==> src/rtl/axil2reg_wr_buf_pkg.sv <==
// Shared constants and types for the AXI-Lite to register-bus write buffer.
// No logic of its own; zero latency.
// No flow control of its own; the users of these types handle backpressure.
package axil_pkg;

  // AXI write response codes
  localparam logic [1:0] AXI_OKAY   = 2'b00;
  localparam logic [1:0] AXI_EXOKAY = 2'b01;
  localparam logic [1:0] AXI_SLVERR = 2'b10;
  localparam logic [1:0] AXI_DECERR = 2'b11;

  // Issue FSM: IDLE waits for a complete AW/W pair, BUSY holds reg_wr_en
  typedef enum logic [0:0] {
    IDLE = 1'b0,
    BUSY = 1'b1
  } wr_state_t;

endpackage

==> src/rtl/axil2reg_wr_buf_sync_fifo.sv <==
// Registered synchronous FIFO with no fall-through.
// A push becomes visible on dout/empty one cycle later.
// A push is ignored while full and a pop is ignored while empty.
module sync_fifo #(
  parameter int WIDTH = 8,
  parameter int DEPTH = 4
) (
  input  logic             clk,
  input  logic             rst,
  input  logic             push,
  input  logic [WIDTH-1:0] din,
  input  logic             pop,
  output logic [WIDTH-1:0] dout,
  output logic             full,
  output logic             empty
);

  localparam int PW = (DEPTH > 1) ? $clog2(DEPTH) : 1;
  localparam logic [PW:0] FULL_CNT = (PW + 1)'(DEPTH);

  logic [WIDTH-1:0] mem [DEPTH];
  logic [PW-1:0]    wr_ptr;
  logic [PW-1:0]    rd_ptr;
  logic [PW:0]      count;
  logic             push_ok;
  logic             pop_ok;

  assign full    = (count == FULL_CNT);
  assign empty   = (count == '0);
  assign push_ok = push && !full;
  assign pop_ok  = pop && !empty;
  assign dout    = mem[rd_ptr];

  // Storage array: written on an accepted push, never reset
  always_ff @(posedge clk) begin
    if (push_ok) begin
      mem[wr_ptr] <= din;
    end
  end

  // Pointers and occupancy count
  always_ff @(posedge clk) begin
    if (rst) begin
      wr_ptr <= '0;
      rd_ptr <= '0;
      count  <= '0;
    end else begin
      if (push_ok) begin
        wr_ptr <= wr_ptr + 1'b1;
      end
      if (pop_ok) begin
        rd_ptr <= rd_ptr + 1'b1;
      end
      case ({push_ok, pop_ok})
        2'b10:   count <= count + 1'b1;
        2'b01:   count <= count - 1'b1;
        default: count <= count;
      endcase
    end
  end

endmodule

==> src/rtl/axil2reg_wr_buf.sv <==
// AXI4-Lite write slave buffering AW/W/B in FIFOs and issuing single-word register writes.
// Latency: AW+W accepted in cycle 0 -> reg_wr_en in cycle 2 -> bvalid in cycle 3 (best case).
// awready/wready drop only when their FIFO is full; issue stalls while the B FIFO is full.
module axil2reg_wr_buf
  import axil_pkg::*;
#(
  parameter int                    ADDR_WIDTH = 32,
  parameter int                    DATA_WIDTH = 32,
  parameter int                    STRB_WIDTH = DATA_WIDTH / 8,
  parameter int                    DEPTH      = 4,
  parameter logic [ADDR_WIDTH-1:0] BASE_ADDR  = '0,
  parameter longint unsigned       ADDR_SPAN  = 4096,
  parameter int                    TIMEOUT    = 16
) (
  input  logic                  clk,
  input  logic                  rst,
  input  logic [ADDR_WIDTH-1:0] s_axil_awaddr,
  input  logic [2:0]            s_axil_awprot,
  input  logic                  s_axil_awvalid,
  output logic                  s_axil_awready,
  input  logic [DATA_WIDTH-1:0] s_axil_wdata,
  input  logic [STRB_WIDTH-1:0] s_axil_wstrb,
  input  logic                  s_axil_wvalid,
  output logic                  s_axil_wready,
  output logic [1:0]            s_axil_bresp,
  output logic                  s_axil_bvalid,
  input  logic                  s_axil_bready,
  output logic [ADDR_WIDTH-1:0] reg_wr_addr,
  output logic [DATA_WIDTH-1:0] reg_wr_data,
  output logic [STRB_WIDTH-1:0] reg_wr_strb,
  output logic                  reg_wr_en,
  input  logic                  reg_wr_ready,
  input  logic                  reg_wr_okay
);

  localparam int              WW      = DATA_WIDTH + STRB_WIDTH;
  localparam int              TW      = (TIMEOUT > 0) ? (($clog2(TIMEOUT + 1) > 0) ? $clog2(TIMEOUT + 1) : 1) : 1;
  localparam int              TLAST_I = (TIMEOUT > 0) ? TIMEOUT - 1 : 0;
  localparam logic [TW-1:0]   TLAST   = TLAST_I[TW-1:0];
  localparam bit              TO_EN   = (TIMEOUT != 0);

  // Protection bits carry no meaning for a register file
  logic unused_awprot;
  assign unused_awprot = ^s_axil_awprot;

  wr_state_t           state;
  logic [TW-1:0]       timer;

  logic                aw_push;
  logic                aw_full;
  logic                aw_empty;
  logic [ADDR_WIDTH-1:0] aw_head;

  logic                w_push;
  logic                w_full;
  logic                w_empty;
  logic [WW-1:0]       w_head;

  logic                pair_pop;
  logic                b_push;
  logic [1:0]          b_push_dat;
  logic                b_pop;
  logic                b_full;
  logic                b_empty;
  logic [1:0]          b_head;

  logic                issue_ok;
  logic [ADDR_WIDTH:0] off_x;
  logic                in_win;

  // Ready is a pure function of occupancy; a same-cycle pop does not help
  assign s_axil_awready = !rst && !aw_full;
  assign s_axil_wready  = !rst && !w_full;
  assign aw_push        = s_axil_awvalid && s_axil_awready;
  assign w_push         = s_axil_wvalid && s_axil_wready;

  assign s_axil_bvalid  = !b_empty;
  assign s_axil_bresp   = b_empty ? AXI_OKAY : b_head;
  assign b_pop          = s_axil_bvalid && s_axil_bready;

  // Issue needs a full pair plus a reserved response slot
  assign issue_ok = !aw_empty && !w_empty && !b_full;

  // One extra bit so an address below the base shows up as a borrow
  assign off_x  = {1'b0, aw_head} - {1'b0, BASE_ADDR};
  assign in_win = !off_x[ADDR_WIDTH] && (64'(off_x[ADDR_WIDTH-1:0]) < ADDR_SPAN);

  sync_fifo #(.WIDTH(ADDR_WIDTH), .DEPTH(DEPTH)) u_aw_fifo (
    .clk   (clk),
    .rst   (rst),
    .push  (aw_push),
    .din   (s_axil_awaddr),
    .pop   (pair_pop),
    .dout  (aw_head),
    .full  (aw_full),
    .empty (aw_empty)
  );

  sync_fifo #(.WIDTH(WW), .DEPTH(DEPTH)) u_w_fifo (
    .clk   (clk),
    .rst   (rst),
    .push  (w_push),
    .din   ({s_axil_wdata, s_axil_wstrb}),
    .pop   (pair_pop),
    .dout  (w_head),
    .full  (w_full),
    .empty (w_empty)
  );

  sync_fifo #(.WIDTH(2), .DEPTH(DEPTH)) u_b_fifo (
    .clk   (clk),
    .rst   (rst),
    .push  (b_push),
    .din   (b_push_dat),
    .pop   (b_pop),
    .dout  (b_head),
    .full  (b_full),
    .empty (b_empty)
  );

  // Retire decisions: decode errors in IDLE, accept or timeout in BUSY
  always_comb begin
    pair_pop   = 1'b0;
    b_push     = 1'b0;
    b_push_dat = AXI_OKAY;
    case (state)
      IDLE: begin
        if (issue_ok && !in_win) begin
          pair_pop   = 1'b1;
          b_push     = 1'b1;
          b_push_dat = AXI_DECERR;
        end
      end
      BUSY: begin
        if (reg_wr_ready) begin
          pair_pop   = 1'b1;
          b_push     = 1'b1;
          b_push_dat = reg_wr_okay ? AXI_OKAY : AXI_SLVERR;
        end else if (TO_EN && (timer == TLAST)) begin
          pair_pop   = 1'b1;
          b_push     = 1'b1;
          b_push_dat = AXI_SLVERR;
        end
      end
      default: begin
        pair_pop   = 1'b0;
        b_push     = 1'b0;
        b_push_dat = AXI_OKAY;
      end
    endcase
  end

  // Issue FSM with registered register-bus outputs, latched once per write
  always_ff @(posedge clk) begin
    if (rst) begin
      state       <= IDLE;
      timer       <= '0;
      reg_wr_en   <= 1'b0;
      reg_wr_addr <= '0;
      reg_wr_data <= '0;
      reg_wr_strb <= '0;
    end else begin
      case (state)
        IDLE: begin
          if (issue_ok && in_win) begin
            state       <= BUSY;
            timer       <= '0;
            reg_wr_en   <= 1'b1;
            reg_wr_addr <= off_x[ADDR_WIDTH-1:0];
            reg_wr_data <= w_head[WW-1:STRB_WIDTH];
            reg_wr_strb <= w_head[STRB_WIDTH-1:0];
          end
        end
        BUSY: begin
          if (b_push) begin
            state     <= IDLE;
            reg_wr_en <= 1'b0;
          end else begin
            timer <= timer + 1'b1;
          end
        end
        default: begin
          state     <= IDLE;
          reg_wr_en <= 1'b0;
        end
      endcase
    end
  end

endmodule

==> config.mk <==
export PLATFORM = sky130hd
export DESIGN_NAME = axil2reg_wr_buf
export DESIGN_NICKNAME = d
export VERILOG_FILES = /design/src/rtl/axil2reg_wr_buf_pkg.sv /design/src/rtl/axil2reg_wr_buf_sync_fifo.sv /design/src/rtl/axil2reg_wr_buf.sv
export SDC_FILE = /design/constraint.sdc
export NUM_CORES = 1
export LEC_CHECK = 0
export BUFFER_PORTS_ARGS = -buffer_cell sky130_fd_sc_hd__clkbuf_2
export CAP_MARGIN = 5
export CORE_ASPECT_RATIO = 0.5
export CORE_MARGIN = 5
export CORE_UTILIZATION = 43
export CTS_CLUSTER_DIAMETER = 60
export CTS_CLUSTER_SIZE = 12
export DETAILED_ROUTE_END_ITERATION = 10
export PLACE_DENSITY_LB_ADDON = 0.1
export SYNTH_ARGS = -nofsm -noshare
export SYNTH_HDL_FRONTEND = slang
export SYNTH_SLANG_ARGS = --single-unit
==> constraint.sdc <==
create_clock -name clk -period 2.7 [get_ports clk]
set_input_delay 0.54 -clock clk [delete_from_list [all_inputs] [get_ports clk]]
set_output_delay 0.54 -clock clk [all_outputs]
set_load 0.02 [all_outputs]
# ---- Yosys cells after proc, flatten, opt, wreduce, memory -nomap -nowiden
# Memories as Yosys holds them, arrays and structs flattened. A register that Yosys moved wholly into a read port is not among the register bits.
# Cells that the tools add are included.
dict set report word_totals {
  ff_bits 60
  latch_bits 0
  mem_bits_rw 280
  romBits 0
  input_bits 78
  out_inout_bits 74
  wordCells 108
  memories 3
}
# memory depth word_bits rd rd_ports_with_merged_regs write_ports line
set mem_list {}
lappend mem_list {u_w_fifo.mem 4 36 1 1 1 axil2reg_wr_buf_sync_fifo.sv:21} ;# logic [WIDTH-1:0] mem [DEPTH];
lappend mem_list {u_aw_fifo.mem 4 32 1 1 1 axil2reg_wr_buf_sync_fifo.sv:21}
lappend mem_list {u_b_fifo.mem 4 2 1 1 1 axil2reg_wr_buf_sync_fifo.sv:21}
dict set report classes {
  addsub 13
  n_mul 0
  n_div 0
  n_lt_le_gt_ge 1
  eq_ne 13
  n_shift 0
  n_mux 32
  n_bitwise 1
  n_reduce_logical 32
}
# operator count
set op_table {}
lappend op_table {{$lt 32x13->1 const B} 1}
lappend op_table {{$mux 2} 9}
lappend op_table {{$pmux 3 s2} 3}
lappend op_table {{$logic_and 1x1->1} 15}
lappend op_table {{$mux 1} 13}
lappend op_table {{$add 2x1->2 const B} 6}
lappend op_table {{$mux 5} 2}
lappend op_table {{$pmux 5 s2} 1}
lappend op_table {{$add 3x1->3 const B} 3}
lappend op_table {{$eq 3x3->1 const B} 3}
lappend op_table {{$logic_not 3->1} 3}
lappend op_table {{$sub 3x1->3 const B} 3}
lappend op_table {{$logic_not 1->1} 8}
lappend op_table {{$eq 2x1->1 const B} 3}
lappend op_table {{$eq 2x2->1 const B} 3}
lappend op_table {{$pmux 1 s2} 3}
lappend op_table {{$reduce_and 2->1} 3}
lappend op_table {{$reduce_bool 2->1} 3}
lappend op_table {{$add 5x1->5 const B} 1}
lappend op_table {{$eq 5x4->1 const B} 1}
lappend op_table {{$ne 2x2->1 const B} 2}
lappend op_table {{$pmux 2 s2} 1}
lappend op_table {{$ne 2x1->1 const B} 1}
lappend op_table {{$not 1->1} 1}

# ---- Depth between registers and ports, before layout
# Gate-level depths: netlist of the first run.
dict set report logic_depth {
  depth_word 10
  ltp_mapped 14
  depth_no_buf 14
}

# ---- Modules after synthesis
# From an unflattened synthesis of the first run, not the netlist that was laid out.
dict set report hier_totals {
  hier_cells 838
  area_unflattened_um2 14870.5
}
# module instances cells_per_inst area_per_inst_um2
set modules_own_cells {}
lappend modules_own_cells {{sync_fifo at u_w_fifo} 1 242 5734.2}
lappend modules_own_cells {{sync_fifo at u_aw_fifo} 1 221 5143.7}
lappend modules_own_cells {axil2reg_wr_buf 1 311 3221.8}
lappend modules_own_cells {{sync_fifo at u_b_fifo} 1 64 770.7}

# ---- Worst setup path after synthesis of the first run
# OpenSTA, ideal clock, no wires.
dict set report synth_timing {
  path_kind {register to register}
  startpoint {register timer[0]}
  endpoint {register u_b_fifo.count[2]}
  setup_ns 0.070
  arrival_ns 2.812
  setup_slack_ns -0.183
  path_stages_with_launch 14
  n_path_buf 0
  cell_sequence {dfxtp_1 -> ha_1 -> and3_1 -> ha_1 -> o21ai_0 -> and2_1 -> a21oi_2 -> inv_1 -> ha_1 -> inv_1 -> fa_1 -> xor2_1 -> or3_1 -> a21oi_1}
}
dict set report synth_via {
  elab_chain_len 7
  elab_cells_between_ends 9
  cone_classes {3 x eq/ne; 4 x mux; 2 x reduce/logical}
}
# item line
set synth_rtl {}
lappend synth_rtl {{start, declared} axil2reg_wr_buf.sv:47} ;# logic [TW-1:0] timer;
lappend synth_rtl {{start signal, assigned} axil2reg_wr_buf.sv:179} ;# timer <= timer + 1'b1;
lappend synth_rtl {{$eq 5x4->1 (*)} axil2reg_wr_buf.sv:139} ;# end else if (TO_EN && (timer == TLAST)) begin
lappend synth_rtl {{$mux 1 (*)} axil2reg_wr_buf.sv:139}
lappend synth_rtl {{$mux 1 (*)} axil2reg_wr_buf.sv:135} ;# if (reg_wr_ready) begin
lappend synth_rtl {{$pmux 1 s2 (*)} axil2reg_wr_buf.sv:126} ;# case (state)
lappend synth_rtl {{$logic_and 1x1->1 (*)} axil2reg_wr_buf_sync_fifo.sv:30} ;# assign push_ok = push && !full;
lappend synth_rtl {{$eq 2x1->1 or $eq 2x2->1 (tied branches)} axil2reg_wr_buf_sync_fifo.sv:54} ;# case ({push_ok, pop_ok})
lappend synth_rtl {{$pmux 3 s2 or $reduce_bool 2->1 (tied branches)} n/a}
lappend synth_rtl {{end signal, assigned} axil2reg_wr_buf_sync_fifo.sv:55} ;# 2'b10: count <= count + 1'b1;
lappend synth_rtl {{end signal, assigned} axil2reg_wr_buf_sync_fifo.sv:56} ;# 2'b01: count <= count - 1'b1;
lappend synth_rtl {{end signal, assigned} axil2reg_wr_buf_sync_fifo.sv:57} ;# default: count <= count;
lappend synth_rtl {{end, declared} axil2reg_wr_buf_sync_fifo.sv:24} ;# logic [PW:0] count;
# Mark *: on every way between the ends. The rest lies on a longest branch, timed or not.
# A chain may end at the register's enable or synchronous reset.

==> results of run 1 <==
## through the flow
stage	hold WS, ns	setup TNS [ns]	worst slack (ns)	util
after floorplan	0.4381	-0.03859	-0.03265	-
after global placement	0.4462	-7.472	-0.3379	0.4896
after detailed placement	0.4495	-2.966	-0.2753	0.4896
after CTS	0.2039	-0.3302	-0.1506	0.5256
after global routing	0.2125	-2.467	-0.3178	0.5275
final	0.2354	-0.5322	-0.1677	0.5275
## synth_stat cells (all sizes together) (4+ instances only)
library cell	n	area (um2)
or3	6	37.54
nor4	12	75.07
clkbuf	29	108.9
and2	11	68.82
ha	17	212.7
nand3	54	275.3
dfxtp	100	2002
nand4	5	31.28
inv	20	75.07
and3	29	181.4
or4	5	41.29
o21ai	53	265.3
mux2i	4	40.04
buf	17	115.1
nand2	16	60.06
edfxtp	280	8408
xor2	7	61.31
a21oi	66	334.1
nor3	6	30.03
mux2	5	56.30
mux4	50	1126
nor2	31	116.4
## power breakdown
group,switching [mW],internal (mW),total [mW]
clock,2.03,2.74,4.77
combinational,0.334,0.231,0.566
sequential,0.0450,6.41,6.45
## area by class of cell
type	instances	area [um2]	area share
multi-input combinational	406	3363	0.1999
clock inverter	2	46.29	0.002752
tap	432	540.5	0.03213
sequential	380	10420	0.6193
clock buffer	65	1052	0.06256
inverter	20	75.07	0.004463
timing repair buffer	212	1326	0.07885
## cell families (layout without fill, tap and decap cells)
logic type                 Yosys count  count (layout)  synth area share
AOI/OAI and AO/OA                  132             132           0.05010
xor gates and xnor gates            10              10          0.006263
adders and majority gates           20              20           0.01950
buffers and inverters               66             299           0.02138
DFF                                380             380            0.7444
muxes                               59              59           0.08741
and+or+nand+nor                    185             185           0.07095
## how the worst min path moves through the flow
stage	from	endpoint	slack (ns)	cells after the start
final	s_axil_awaddr[0]	u_aw_fifo.mem[0][0]	0.24	1
after global routing	s_axil_awaddr[4]	u_aw_fifo.mem[2][4]	0.21	1
after detailed placement	reg_wr_en	reg_wr_en	0.45	2
after CTS	s_axil_awaddr[0]	u_aw_fifo.mem[0][0]	0.20	1
after global placement	reg_wr_en	reg_wr_en	0.45	2
after floorplan	timer[4]	timer[4]	0.44	2
## sequential cells by signal (all words and copies together) (netlist names), 2 cells and up, named ones only
signal and count:
u_b_fifo.wr_ptr 2, u_b_fifo.count 3, u_aw_fifo.rd_ptr 2, u_w_fifo.mem 144
u_b_fifo.rd_ptr 2, reg_wr_data 32, u_b_fifo.mem 8, u_w_fifo.rd_ptr 2
reg_wr_addr 32, reg_wr_strb 4, timer 5, u_w_fifo.count 3
u_w_fifo.wr_ptr 2, u_aw_fifo.mem 128, u_aw_fifo.wr_ptr 2, u_aw_fifo.count 3
## worst reg2reg max path, cell delays in order (launching register included)
cell,delay [ns]
sky130_fd_sc_hd__edfxtp_1,0.41
sky130_fd_sc_hd__nor4_4,0.31
sky130_fd_sc_hd__buf_4,0.16
sky130_fd_sc_hd__nand3_2,0.07
sky130_fd_sc_hd__or4_4,0.47
sky130_fd_sc_hd__nand3_4,0.14
sky130_fd_sc_hd__a21oi_4,0.07
sky130_fd_sc_hd__inv_1,0.05
sky130_fd_sc_hd__ha_2,0.17
sky130_fd_sc_hd__inv_2,0.04
sky130_fd_sc_hd__fa_2,0.33
sky130_fd_sc_hd__xor2_1,0.15
sky130_fd_sc_hd__or3_1,0.30
sky130_fd_sc_hd__a21oi_1,0.14
## metal layers
layer	part of all wire	vias up
li1	-	3706
met4	0.012	2
met1	0.44	3943
met2	0.50	129
met3	0.046	34
met5	0.00044	-
## what timing repair did
action	4_1_cts	5_1_grt
setup buffers	3	2
setup endpoints to repair	35	36
pin swaps	7	1
gates resized for setup	8	13
==> parameters.txt, run 1 <==
Parameter                              Value

Floorplan
  Die footprint    0.03645 mm2
  Core Footprint    0.03189 mm2
  Die Ht    between 100 and 150 um
  Starting density of the core    0.4386
  Die width    ~270 um
  Number of ports placed on the die boundary    152
  Count of standard-cell rows    46

Routing
  Via count normalized by instance count    about 5.2
  Post-detailed-route wirelength per cell    ~20 um
  Post-detailed-route count of antenna-violating nets    0
  Vias    7814
  First-pass iteration count of the detailed router    4
  Remaining design rule violation count    0
  First-iteration detailed-routing DRC count    between 400 and 500
  Routed Wire Length    29880 um

Clock tree
  Max Root-Sink Buffers    3
  Number of H-tree branching levels    2
  CTS tree    built
  Worst-skew pair later-pin latency    roughly 0.52 ns
  Clock-pin slew on the worst setup and hold paths    ~0.060 ns
  Cts hold-fix bufs    0
  CTS root buffer    sky130_fd_sc_hd__clkbuf_16
  Cts bufs inserted    37
  TritonCTS sink count    380

Cells and area
  Share of layout cells above drive strength 1    0.3115
  Number of standard cells in the final layout excluding fillers    between 1500 and 2000
  Finished layout cell area    around 0.017 mm2
  Fill cell count    2716
  Most common library cell in the layout ignoring fill and taps    sky130_fd_sc_hd__edfxtp_1
  Antenna diodes    0
  Layout area overhead    20.28%
  NumNets Final    1155
  Leading cell types in the layout, fill and taps excluded    sky130_fd_sc_hd__edfxtp_1, sky130_fd_sc_hd__clkbuf_2, sky130_fd_sc_hd__dfxtp_1

Synthesis
  Top flip-flop cell by instance count after synthesis    sky130_fd_sc_hd__edfxtp_1
  Syn nets    950
  Sequential area share after synthesis    0.7444
  Share of synthesized registers carrying an async set or reset    0
  Number of unique standard cell types used by synthesis    between 40 and 50
  Number of storage elements in the synthesis netlist    between 300 and 400
  Number of instances in the synthesized netlist    around 850
  Post-synthesis instance area    roughly 0.014 mm2
  Post-synth EDFFs    between 200 and 300
  Syn_area_per_cell    around 16 um2
  Warning count from the yosys run    0

Run
  Max-capacitance violation count    0

Worst setup path
  Worst setup endpoint    u_b_fifo.count[2]
  Critical Path Source    u_aw_fifo.mem[0][19]
  Length in cells of the worst reg-to-reg path    13
  Setup crit start kind    flop
  Top Family by Delay on Critical Path    simple AND/OR/NAND/NOR gates
  Longest individual stage delay on the worst path    roughly 0.47 ns
  Worst-case register-to-register setup slack    -0.17 ns
  Largest driver fanout on the critical path    3
  Worst reg2reg endpoint    u_b_fifo.count[2]
  Worst path cell trace    nor4_4, buf_4, nand3_2, or4_4, nand3_4, a21oi_4, inv_1, ha_2, inv_2, fa_2, xor2_1, or3_1, a21oi_1
  Instance count on the critical path    13
  Beginning of the worst register-to-register path    u_aw_fifo.mem[0][19]
  Crit Path Class    reg2reg
  Worst endpoint required time    roughly 3.2 ns
  Element type at the critical path end    flop
  Arrival time of the worst setup path    between 3 and 4 ns
  Worst path buffer plus inverter count    3
  Worst-path cell with the longest stage delay    sky130_fd_sc_hd__or4_4

Global routing
  Met3 layer usage reported by global route    0.03462
  Pin count of the biggest net entering global routing    54
  Vias in the first global route    ~8100
  Overflow left after global routing    0
  Global-route usage over all layers    0.1644
  Global-route wire length before repair    46430 um
  Most utilized layer in the global route result    met2
  Initial antenna violation count    1
  Global Route met1 Usage    0.2222
  Met2 usage in global routing    0.2811

Status
  Result of the run    complete, but fails checks
  Violated checks    negative setup slack

Pwr
  VDD IR-drop max    approximately 0.00042 V
  Static power due to leakage    just under 6 nW
  Ratio of total power to cell area    700.7 mW/mm2
  Total power draw    approximately 12 mW

STA
  Maximum achievable frequency    about 0.35 GHz
  Endpoints failing hold    0
  Final WS setup    -0.1677 ns
  Final slew viol count    0
  Number of setup violations in the final report    6
  Final period util    1.062
  Unrepaired setup endpoints after global routing    yes
  Worst-margin pin slew    about 0.73 ns
  Final setup skew    approximately 0.018 ns
  Relative slew margins    0.5130
  Final period demand of the worst path    around 2.9 ns

Placement
  Number of input and output port buffers inserted    ~150
  Final weighted congestion in routability-driven placement    between 0.7 and 0.8
  Number of cells in the design after placement    about 1400
  Post-detailed-placement cell area    around 0.016 mm2
  Post-detail-place hpwl    around 19000 um

Min path
  Worst hold path type    in2reg
No activity file was read; power rests on OpenSTA's default activity.
==> run 2, diff against run 1 <==
--- a/config.mk
+++ b/config.mk
@@ -10,9 +10,11 @@
 export CORE_ASPECT_RATIO = 0.5
 export CORE_MARGIN = 5
 export CORE_UTILIZATION = 43
+export CTS_BUF_LIST = sky130_fd_sc_hd__clkbuf_4 sky130_fd_sc_hd__clkbuf_8 sky130_fd_sc_hd__clkbuf_16
 export CTS_CLUSTER_DIAMETER = 60
 export CTS_CLUSTER_SIZE = 12
 export DETAILED_ROUTE_END_ITERATION = 10
+export HOLD_SLACK_MARGIN = 0.02
 export PLACE_DENSITY_LB_ADDON = 0.1
 export SYNTH_ARGS = -nofsm -noshare
 export SYNTH_HDL_FRONTEND = slang
==> parameters.txt, run 2 (synthesized netlist as in run 1, its figures left out) <==
Parameter                              Value

Status
  Result of the run    complete, but fails checks (unchanged)
  Violated checks    negative setup slack (unchanged)

Clock tree
  Cts bufs inserted    37 (unchanged)
  TritonCTS sink count    380 (unchanged)
  Cts hold-fix bufs    0 (unchanged)
  Number of H-tree branching levels    2 (unchanged)
  Worst-skew pair later-pin latency    0.52 ns (about the same)
  CTS tree    built (unchanged)
  CTS root buffer    sky130_fd_sc_hd__clkbuf_16 (unchanged)
  Max Root-Sink Buffers    3 (unchanged)
  Clock-pin slew on the worst setup and hold paths    0.06 ns (about the same)

Cells and area
  Number of standard cells in the final layout excluding fillers    1517 (unchanged)
  Most common library cell in the layout ignoring fill and taps    sky130_fd_sc_hd__edfxtp_1 (unchanged)
  Antenna diodes    0 (unchanged)
  Share of layout cells above drive strength 1    0.3336 (was 0.3115)
  Regs by FF count    u_w_fifo.mem: 144 flops, u_aw_fifo.mem: 128 flops (unchanged)
  Number of flip-flops under the largest register name    144 (unchanged)
  Leading cell types in the layout, fill and taps excluded    sky130_fd_sc_hd__edfxtp_1, sky130_fd_sc_hd__clkbuf_2, sky130_fd_sc_hd__dfxtp_1 (unchanged)
  Top reg by flops    u_w_fifo.mem (unchanged)
  NumNets Final    1155 (unchanged)
  Finished layout cell area    0.01692 mm2 (was 0.01682 mm2)
  Fill cell count    2704 (was 2716)
  Layout area overhead    21.01% (was 20.28%)

Worst setup path
  Worst setup endpoint    u_b_fifo.count[2] (unchanged)
  Beginning of the worst register-to-register path    u_aw_fifo.mem[0][19] (unchanged)
  Arrival time of the worst setup path    3.33 ns (was 3.32 ns)
  Instance count on the critical path    13 (unchanged)
  Worst-path cell with the longest stage delay    sky130_fd_sc_hd__or4_4 (unchanged)
  Worst path buffer plus inverter count    3 (unchanged)
  Worst path cell trace    nor4_4, buf_4, nand3_2, or4_4, nand3_4, a21oi_4, inv_1, ha_2, inv_2, fa_2, xor2_1, or3_1, a21oi_1 (unchanged)
  Critical Path Source    u_aw_fifo.mem[0][19] (unchanged)
  Largest driver fanout on the critical path    3 (unchanged)
  Length in cells of the worst reg-to-reg path    13 (unchanged)
  Worst endpoint required time    3.15 ns (about the same)
  Element type at the critical path end    flop (unchanged)
  Worst-case register-to-register setup slack    -0.17 ns (about the same)
  Crit Path Class    reg2reg (unchanged)
  Top Family by Delay on Critical Path    simple AND/OR/NAND/NOR gates (unchanged)
  Setup crit start kind    flop (unchanged)
  Longest individual stage delay on the worst path    0.47 ns (about the same)
  Worst reg2reg endpoint    u_b_fifo.count[2] (unchanged)

Global routing
  Vias in the first global route    8111 (was 8128)
  Initial antenna violation count    1 (unchanged)
  Pin count of the biggest net entering global routing    54 (unchanged)
  Global-route wire length before repair    46370 um (was 46430 um)
  Global-route usage over all layers    0.1640 (was 0.1644)
  Overflow left after global routing    0 (unchanged)

Routing
  First-pass iteration count of the detailed router    4 (unchanged)
  First-iteration detailed-routing DRC count    449 (was 401)
  Vias    7862 (was 7814)
  Post-detailed-route wirelength per cell    19.71 um (was 19.69 um)
  Remaining design rule violation count    0 (unchanged)
  Post-detailed-route count of antenna-violating nets    0 (unchanged)
  Via count normalized by instance count    5.183 (was 5.151)
  Routed Wire Length    29900 um (was 29880 um)

STA
  Maximum achievable frequency    0.3480 GHz (was 0.3487 GHz)
  Worst-margin pin slew    0.7269 ns (was 0.7298 ns)
  Number of setup violations in the final report    6 (unchanged)
  Relative slew margins    0.5149 (was 0.5130)
  Final period util    1.064 (was 1.062)
  Final period demand of the worst path    2.874 ns (was 2.868 ns)
  Final WS setup    -0.1736 ns (was -0.1677 ns)
  Final setup skew    0.01690 ns (was 0.01809 ns)
  Final slew viol count    0 (unchanged)
  Endpoints failing hold    0 (unchanged)
  Unrepaired setup endpoints after global routing    yes (unchanged)

Floorplan
  Die footprint    0.03645 mm2 (unchanged)
  Count of standard-cell rows    46 (unchanged)
  Starting density of the core    0.4386 (unchanged)
  Core Footprint    0.03189 mm2 (unchanged)
  Die width    265.0 um (unchanged)
  Number of ports placed on the die boundary    152 (unchanged)
  Die Ht    137.5 um (unchanged)

Placement
  Final weighted congestion in routability-driven placement    0.7338 (unchanged)
  Number of input and output port buffers inserted    148 (unchanged)
  Number of cells in the design after placement    1445 (unchanged)
  Post-detail-place hpwl    18980 um (unchanged)
  Post-detailed-placement cell area    0.01561 mm2 (unchanged)

Pwr
  VDD IR-drop max    0.0004232 V (was 0.0004209 V)
  Ratio of total power to cell area    713.0 mW/mm2 (was 700.7 mW/mm2)
  Static power due to leakage    5.957 nW (was 5.866 nW)

Run
  Max-capacitance violation count    0 (unchanged)

Min path
  Worst hold path type    in2reg (unchanged)
## run 2: routing by layer
layer	global-route usage	vias to the layer above	part of all wire
met5	0	-	0.00043
met4	0.03330	2	0.013
met3	0.03462	37	0.040
li1	-	3702	-
met1	0.2221	4002	0.45
met2	0.2801	119	0.50
## run 2: area by class of cell
cell class	count	area, um2	share of cell area
multi-input combinational	406	3364	0.1988
timing repair buffer	212	1326	0.07837
tap	432	540.5	0.03194
inverter	20	75.07	0.004436
clock buffer	65	1154	0.06817
sequential	380	10420	0.6155
clock inverter	2	46.29	0.002736
## run 2: worst min path at each step
stage / endpoint / cells past startpoint / from
after floorplan: timer[4] / 2 / timer[4]
after global placement: reg_wr_en / 2 / reg_wr_en
after detailed placement: reg_wr_en / 2 / reg_wr_en
after CTS: u_aw_fifo.mem[0][0] / 1 / s_axil_awaddr[0]
after global routing: u_aw_fifo.mem[2][4] / 1 / s_axil_awaddr[4]
final: u_aw_fifo.mem[0][0] / 1 / s_axil_awaddr[0]
## run 2: what timing repair did
action / in CTS / in global routing
pin swaps: 7 / 3
gates resized for setup: 8 / 10
setup endpoints to repair: 34 / 35
hold endpoints to repair: 0 / 0
buffers inserted: 3 / 2
## run 2: stage by stage
| step | hold WS (ns) | utilization | worst slack, ns | total power, mW | TNS, ns |
|---|---|---|---|---|---|
| 2_1_floorplan | 0.4381 | - | -0.03265 | 6.871 | -0.03859 |
| 3_3_place_gp | 0.4462 | 0.4896 | -0.3379 | 7.115 | -7.472 |
| 3_5_place_dp | 0.4495 | 0.4896 | -0.2753 | 7.138 | -2.966 |
| 4_1_cts | 0.2037 | 0.5288 | -0.1513 | 12.24 | -0.3324 |
| 5_1_grt | 0.2126 | 0.5307 | -0.3117 | 12.56 | -2.338 |
| 6_report | 0.2356 | 0.5307 | -0.1736 | 12.07 | -0.6443 |
## run 2: power breakdown
part           leakage, nW  internal (mW)  switching, mW  total, mW
Clock                0.614           3.01           2.04       5.05
Sequential            3.36           6.41         0.0451       6.45
Combinational         1.99          0.231          0.335      0.566
==> run 3, diff against run 2 <==
--- a/config.mk
+++ b/config.mk
@@ -18,4 +18,5 @@
 export PLACE_DENSITY_LB_ADDON = 0.1
 export SYNTH_ARGS = -nofsm -noshare
 export SYNTH_HDL_FRONTEND = slang
+export SYNTH_HIERARCHICAL = 1
 export SYNTH_SLANG_ARGS = --single-unit
==> parameters.txt, run 3 <==
Parameter                              Value

Clock tree
  Clock-pin slew on the worst setup and hold paths    0.06 ns (about the same)
  CTS root buffer    sky130_fd_sc_hd__clkbuf_16 (unchanged)
  Worst-skew pair later-pin latency    0.52 ns (about the same)
  Max Root-Sink Buffers    3 (unchanged)
  Number of H-tree branching levels    2 (unchanged)
  Cts bufs inserted    37 (unchanged)
  TritonCTS sink count    382 (was 380)
  Cts hold-fix bufs    0 (unchanged)
  CTS tree    built (unchanged)

Global routing
  Initial antenna violation count    0 (was 1)
  Overflow left after global routing    0 (unchanged)
  Global-route usage over all layers    0.1524 (was 0.1640)
  Vias in the first global route    8151 (was 8111)
  Pin count of the biggest net entering global routing    72 (was 54)
  Global-route wire length before repair    46040 um (was 46370 um)

Worst setup path
  Cell repeated most along the worst path    sky130_fd_sc_hd__inv_2
  Instance count on the critical path    15 (was 13)
  Worst path buffer plus inverter count    4 (was 3)
  Worst endpoint required time    3.15 ns (about the same)
  Worst reg2reg endpoint    u_b_fifo/count[2] (was u_b_fifo.count[2])
  Length in cells of the worst reg-to-reg path    15 (was 13)
  Worst path cell trace    buf_12, mux4_2, nor4_4, nand3_2, o21bai_4, nand2_2, inv_2, nor2_4, inv_2, ha_4, inv_2, fa_2, xor2_1, or3_1, a21oi_2 (was nor4_4, buf_4, nand3_2, or4_4, nand3_4, a21oi_4, inv_1, ha_2, inv_2, fa_2, xor2_1, or3_1, a21oi_1)
  Worst setup endpoint    u_b_fifo/count[2] (was u_b_fifo.count[2])
  Arrival time of the worst setup path    3.61 ns (was 3.33 ns)
  Top Family by Delay on Critical Path    simple AND/OR/NAND/NOR gates (unchanged)
  Crit Path Class    reg2reg (unchanged)
  Longest individual stage delay on the worst path    0.52 ns (was 0.47 ns)
  Largest driver fanout on the critical path    6 (was 3)
  Worst-case register-to-register setup slack    -0.46 ns (was -0.17 ns)
  Worst-path cell with the longest stage delay    sky130_fd_sc_hd__mux4_2 (was sky130_fd_sc_hd__or4_4)
  Setup crit start kind    flop (unchanged)
  Element type at the critical path end    flop (unchanged)

Pwr
  Share of total power in sequential cells    0.537 (was 0.535)
  Net switching power figure    2.354 mW (was 2.419 mW)
  Static power due to leakage    6.336 nW (was 5.957 nW)
  Int Power    9.596 mW (was 9.647 mW)
  Ratio of total power to cell area    653.8 mW/mm2 (was 713.0 mW/mm2)
  Part of the power in combinational logic    0.042 (was 0.047)
  VDD IR-drop max    0.0003387 V (was 0.0004232 V)
  Fraction of power spent switching nets    0.1970 (was 0.2005)
  Share of total power in the clock network    0.421 (was 0.418)

Synthesis
  Fraction of synthesized area in multiplexers    0.1431 (was 0.08741)
  Count leader, synth    sky130_fd_sc_hd__edfxtp_1 (unchanged)
  Warning count from the yosys run    6 (was 0)
  Top post-synthesis cells by area    sky130_fd_sc_hd__edfxtp_1, sky130_fd_sc_hd__dfxtp_1, sky130_fd_sc_hd__mux4_2 (unchanged)
  Top flip-flop cell by instance count after synthesis    sky130_fd_sc_hd__edfxtp_1 (unchanged)
  Post-synthesis instance area    0.01487 mm2 (was 0.01398 mm2)
  Sequential area share after synthesis    0.7027 (was 0.7444)
  Simple logic cell fraction of the synthesized area    0.08473 (was 0.07095)
  Area fraction of the dominant cell type after synthesis    0.5654 (was 0.6012)
  Number of instances in the synthesized netlist    838 (was 852)
  Number of unique standard cell types used by synthesis    40 (was 47)
  Top cells by count, synth    sky130_fd_sc_hd__edfxtp_1, sky130_fd_sc_hd__nand2b_1, sky130_fd_sc_hd__dfxtp_1, sky130_fd_sc_hd__mux4_2, sky130_fd_sc_hd__mux2i_1 (was sky130_fd_sc_hd__edfxtp_1, sky130_fd_sc_hd__dfxtp_1, sky130_fd_sc_hd__a21oi_1, sky130_fd_sc_hd__nand3_1, sky130_fd_sc_hd__mux4_2)
  Cell type with the highest aggregate area in the netlist    sky130_fd_sc_hd__edfxtp_1 (unchanged)
  Largest family of logic cells by synthesized area    multiplexers (unchanged)
  Share of synthesized registers carrying an async set or reset    0 (unchanged)
  Syn nets    936 (was 950)
  Post-synth EDFFs    280 (unchanged)
  Compound-Gate Fraction of Synth Area    0.01430 (was 0.05010)
  Number of storage elements in the synthesis netlist    382 (was 380)
  Syn_area_per_cell    17.75 um2 (was 16.41 um2)
  Post-Synth XOR/XNOR Area    0.005301 (was 0.006263)
  Synth Area in Adders    0.01834 (was 0.01950)

Floorplan
  Starting density of the core    0.4336 (was 0.4386)
  Count of standard-cell rows    48 (was 46)
  Core Footprint    0.03429 mm2 (was 0.03189 mm2)
  Die width    273.0 um (was 265.0 um)
  Number of ports placed on the die boundary    152 (unchanged)
  Die Ht    141.5 um (was 137.5 um)
  Die footprint    0.03863 mm2 (was 0.03645 mm2)

STA
  Final period util    1.171 (was 1.064)
  Final setup skew    0.01798 ns (was 0.01690 ns)
  Endpoints failing hold    0 (unchanged)
  Worst-margin pin slew    0.6331 ns (was 0.7269 ns)
  Final slew viol count    0 (unchanged)
  Final WS setup    -0.4608 ns (was -0.1736 ns)
  Final period demand of the worst path    3.161 ns (was 2.874 ns)
  Unrepaired setup endpoints after global routing    yes (unchanged)
  Number of setup violations in the final report    81 (was 6)
  Maximum achievable frequency    0.3164 GHz (was 0.3480 GHz)
  Hold slack    0.2312 ns (was 0.2356 ns)
  Relative slew margins    0.5780 (was 0.5149)

Cells and area
  Register Area    0.01046 mm2 (was 0.01042 mm2)
  Most common library cell in the layout ignoring fill and taps    sky130_fd_sc_hd__edfxtp_1 (unchanged)
  Area of the multi-input gates    0.004118 mm2 (was 0.003364 mm2)
  Antenna diodes    0 (unchanged)
  Number of flip-flops under the largest register name    144 (unchanged)
  Fill cell count    2805 (was 2704)
  Layout area overhead    22.92% (was 21.01%)
  Final core occ    0.5330 (was 0.5307)
  Regs by FF count    u_w_fifo/mem: 144 flops, u_aw_fifo/mem: 128 flops (was u_w_fifo.mem: 144 flops, u_aw_fifo.mem: 128 flops)
  Number of standard cells in the final layout excluding fillers    1566 (was 1517)
  NumNets Final    1162 (was 1155)
  Leading cell types in the layout, fill and taps excluded    sky130_fd_sc_hd__edfxtp_1, sky130_fd_sc_hd__clkbuf_2, sky130_fd_sc_hd__nand2b_1 (was sky130_fd_sc_hd__edfxtp_1, sky130_fd_sc_hd__clkbuf_2, sky130_fd_sc_hd__dfxtp_1)
  Top reg by flops    u_w_fifo/mem (was u_w_fifo.mem)
  Share of layout cells above drive strength 1    0.3694 (was 0.3336)

Routing
  Vias    7731 (was 7862)
  Routed Wire Length    29150 um (was 29900 um)
  Via count normalized by instance count    4.937 (was 5.183)
  First-iteration detailed-routing DRC count    379 (was 449)
  First-pass iteration count of the detailed router    7 (was 4)
  Remaining design rule violation count    0 (unchanged)
  Post-detailed-route count of antenna-violating nets    0 (unchanged)
  Post-detailed-route wirelength per cell    18.61 um (was 19.71 um)

Placement
  Number of cells in the design after placement    1474 (was 1445)
  Worst-case setup slack after placement    -0.8610 ns (was -0.2753 ns)
  Post-detail-place hpwl    17100 um (was 18980 um)
  Number of input and output port buffers inserted    148 (unchanged)
  Final weighted congestion in routability-driven placement    0.7245 (was 0.7338)

Status
  Violated checks    negative setup slack (unchanged)
  Result of the run    complete, but fails checks (unchanged)

Run
  Max-capacitance violation count    0 (unchanged)

Min path
  Worst hold path type    in2reg (unchanged)
  Worst Min Path Start    s_axil_wdata[9] (was s_axil_awaddr[0])
  Hold path cells    1 (unchanged)
[run 3: cell types whose count changed in the layout (fill, tap and decap cells not counted), sizes merged, moves of 9 or more]
cell    previous run  this run
a21oi             66        15
and3              29         1
buf               65        76
inv               20        29
mux2i              4        51
mux4              50        70
nand2b             2       103
nand3             54         2
nor2              31        20
nor3b              1        24
o21ai             53        11
[run 3: area by class of cell]
| type | instances | area share |
|---|---|---|
| multi-input cells | 388 | 0.2253 |
| clock buffers | 65 | 0.06441 |
| flip-flops and latches | 382 | 0.5720 |
| clock inverters | 1 | 0.0004792 |
| repair buffers | 227 | 0.09953 |
| well taps | 475 | 0.03251 |
| inverters | 28 | 0.005750 |
[run 3: through the flow]
step	power, mW	area, um2	setup TNS [ns]
global route	12.46	18280	-32.25
finish	11.95	18280	-21.11
CTS	12.13	18100	-21.24
floorplan	6.819	14900	-1.846
global placement	7.020	16490	-9.916
detailed placement	7.037	16490	-13.08
[run 3: power groups by stage]
stage	clock network, mW	logic [mW]	registers, mW
final	5.03	0.501	6.42
after CTS	5.21	0.501	6.42
after global placement	0	0.474	6.55
after detailed placement	0	0.486	6.55
after global routing	5.48	0.553	6.43
after floorplan	0	0.270	6.55
[run 3: metal layers]
metal,wire [um],global-route usage
met1,12680,0.2024
met2,14890,0.2638
met3,1085,0.02923
met4,499,0.03633
met5,0,0
[run 3: how the worst min path moves through the flow]
stage and endpoint:
5_1_grt u_w_fifo/mem[1][11], 3_3_place_gp reg_wr_data[21], 2_1_floorplan flop, 6_report u_w_fifo/mem[0][13]
4_1_cts u_w_fifo/mem[0][1], 3_5_place_dp reg_wr_data[22]
[run 3: worst register-to-register path, delay by kind of cell (launching register included)]
kind	cells	cell delay, ns
AOI/OAI and AO/OA	2	0.29
xor gates and xnor gates	1	0.15
adders and majority gates	2	0.45
buffers and inverters	4	0.30
DFF	1	0.42
muxes	1	0.52
and+or+nand+nor	5	0.95
[run 3: cells by family (layout without fill, tap and decap cells)]
| family | Yosys count | after routing |
|---|---|---|
| mux | 122 | 122 |
| flops | 382 | 382 |
| xor+xnor | 9 | 9 |
| compound gates | 35 | 35 |
| simple gates | 202 | 202 |
| fa+ha+maj | 20 | 20 |
| buf+inv | 68 | 321 |
[run 3: timing repair]
item	CTS	global route
endpoints found under the setup margin	75	87
resized for setup	30	17
gates cloned	7	1
setup buffers	9	9
pin swaps	3	5
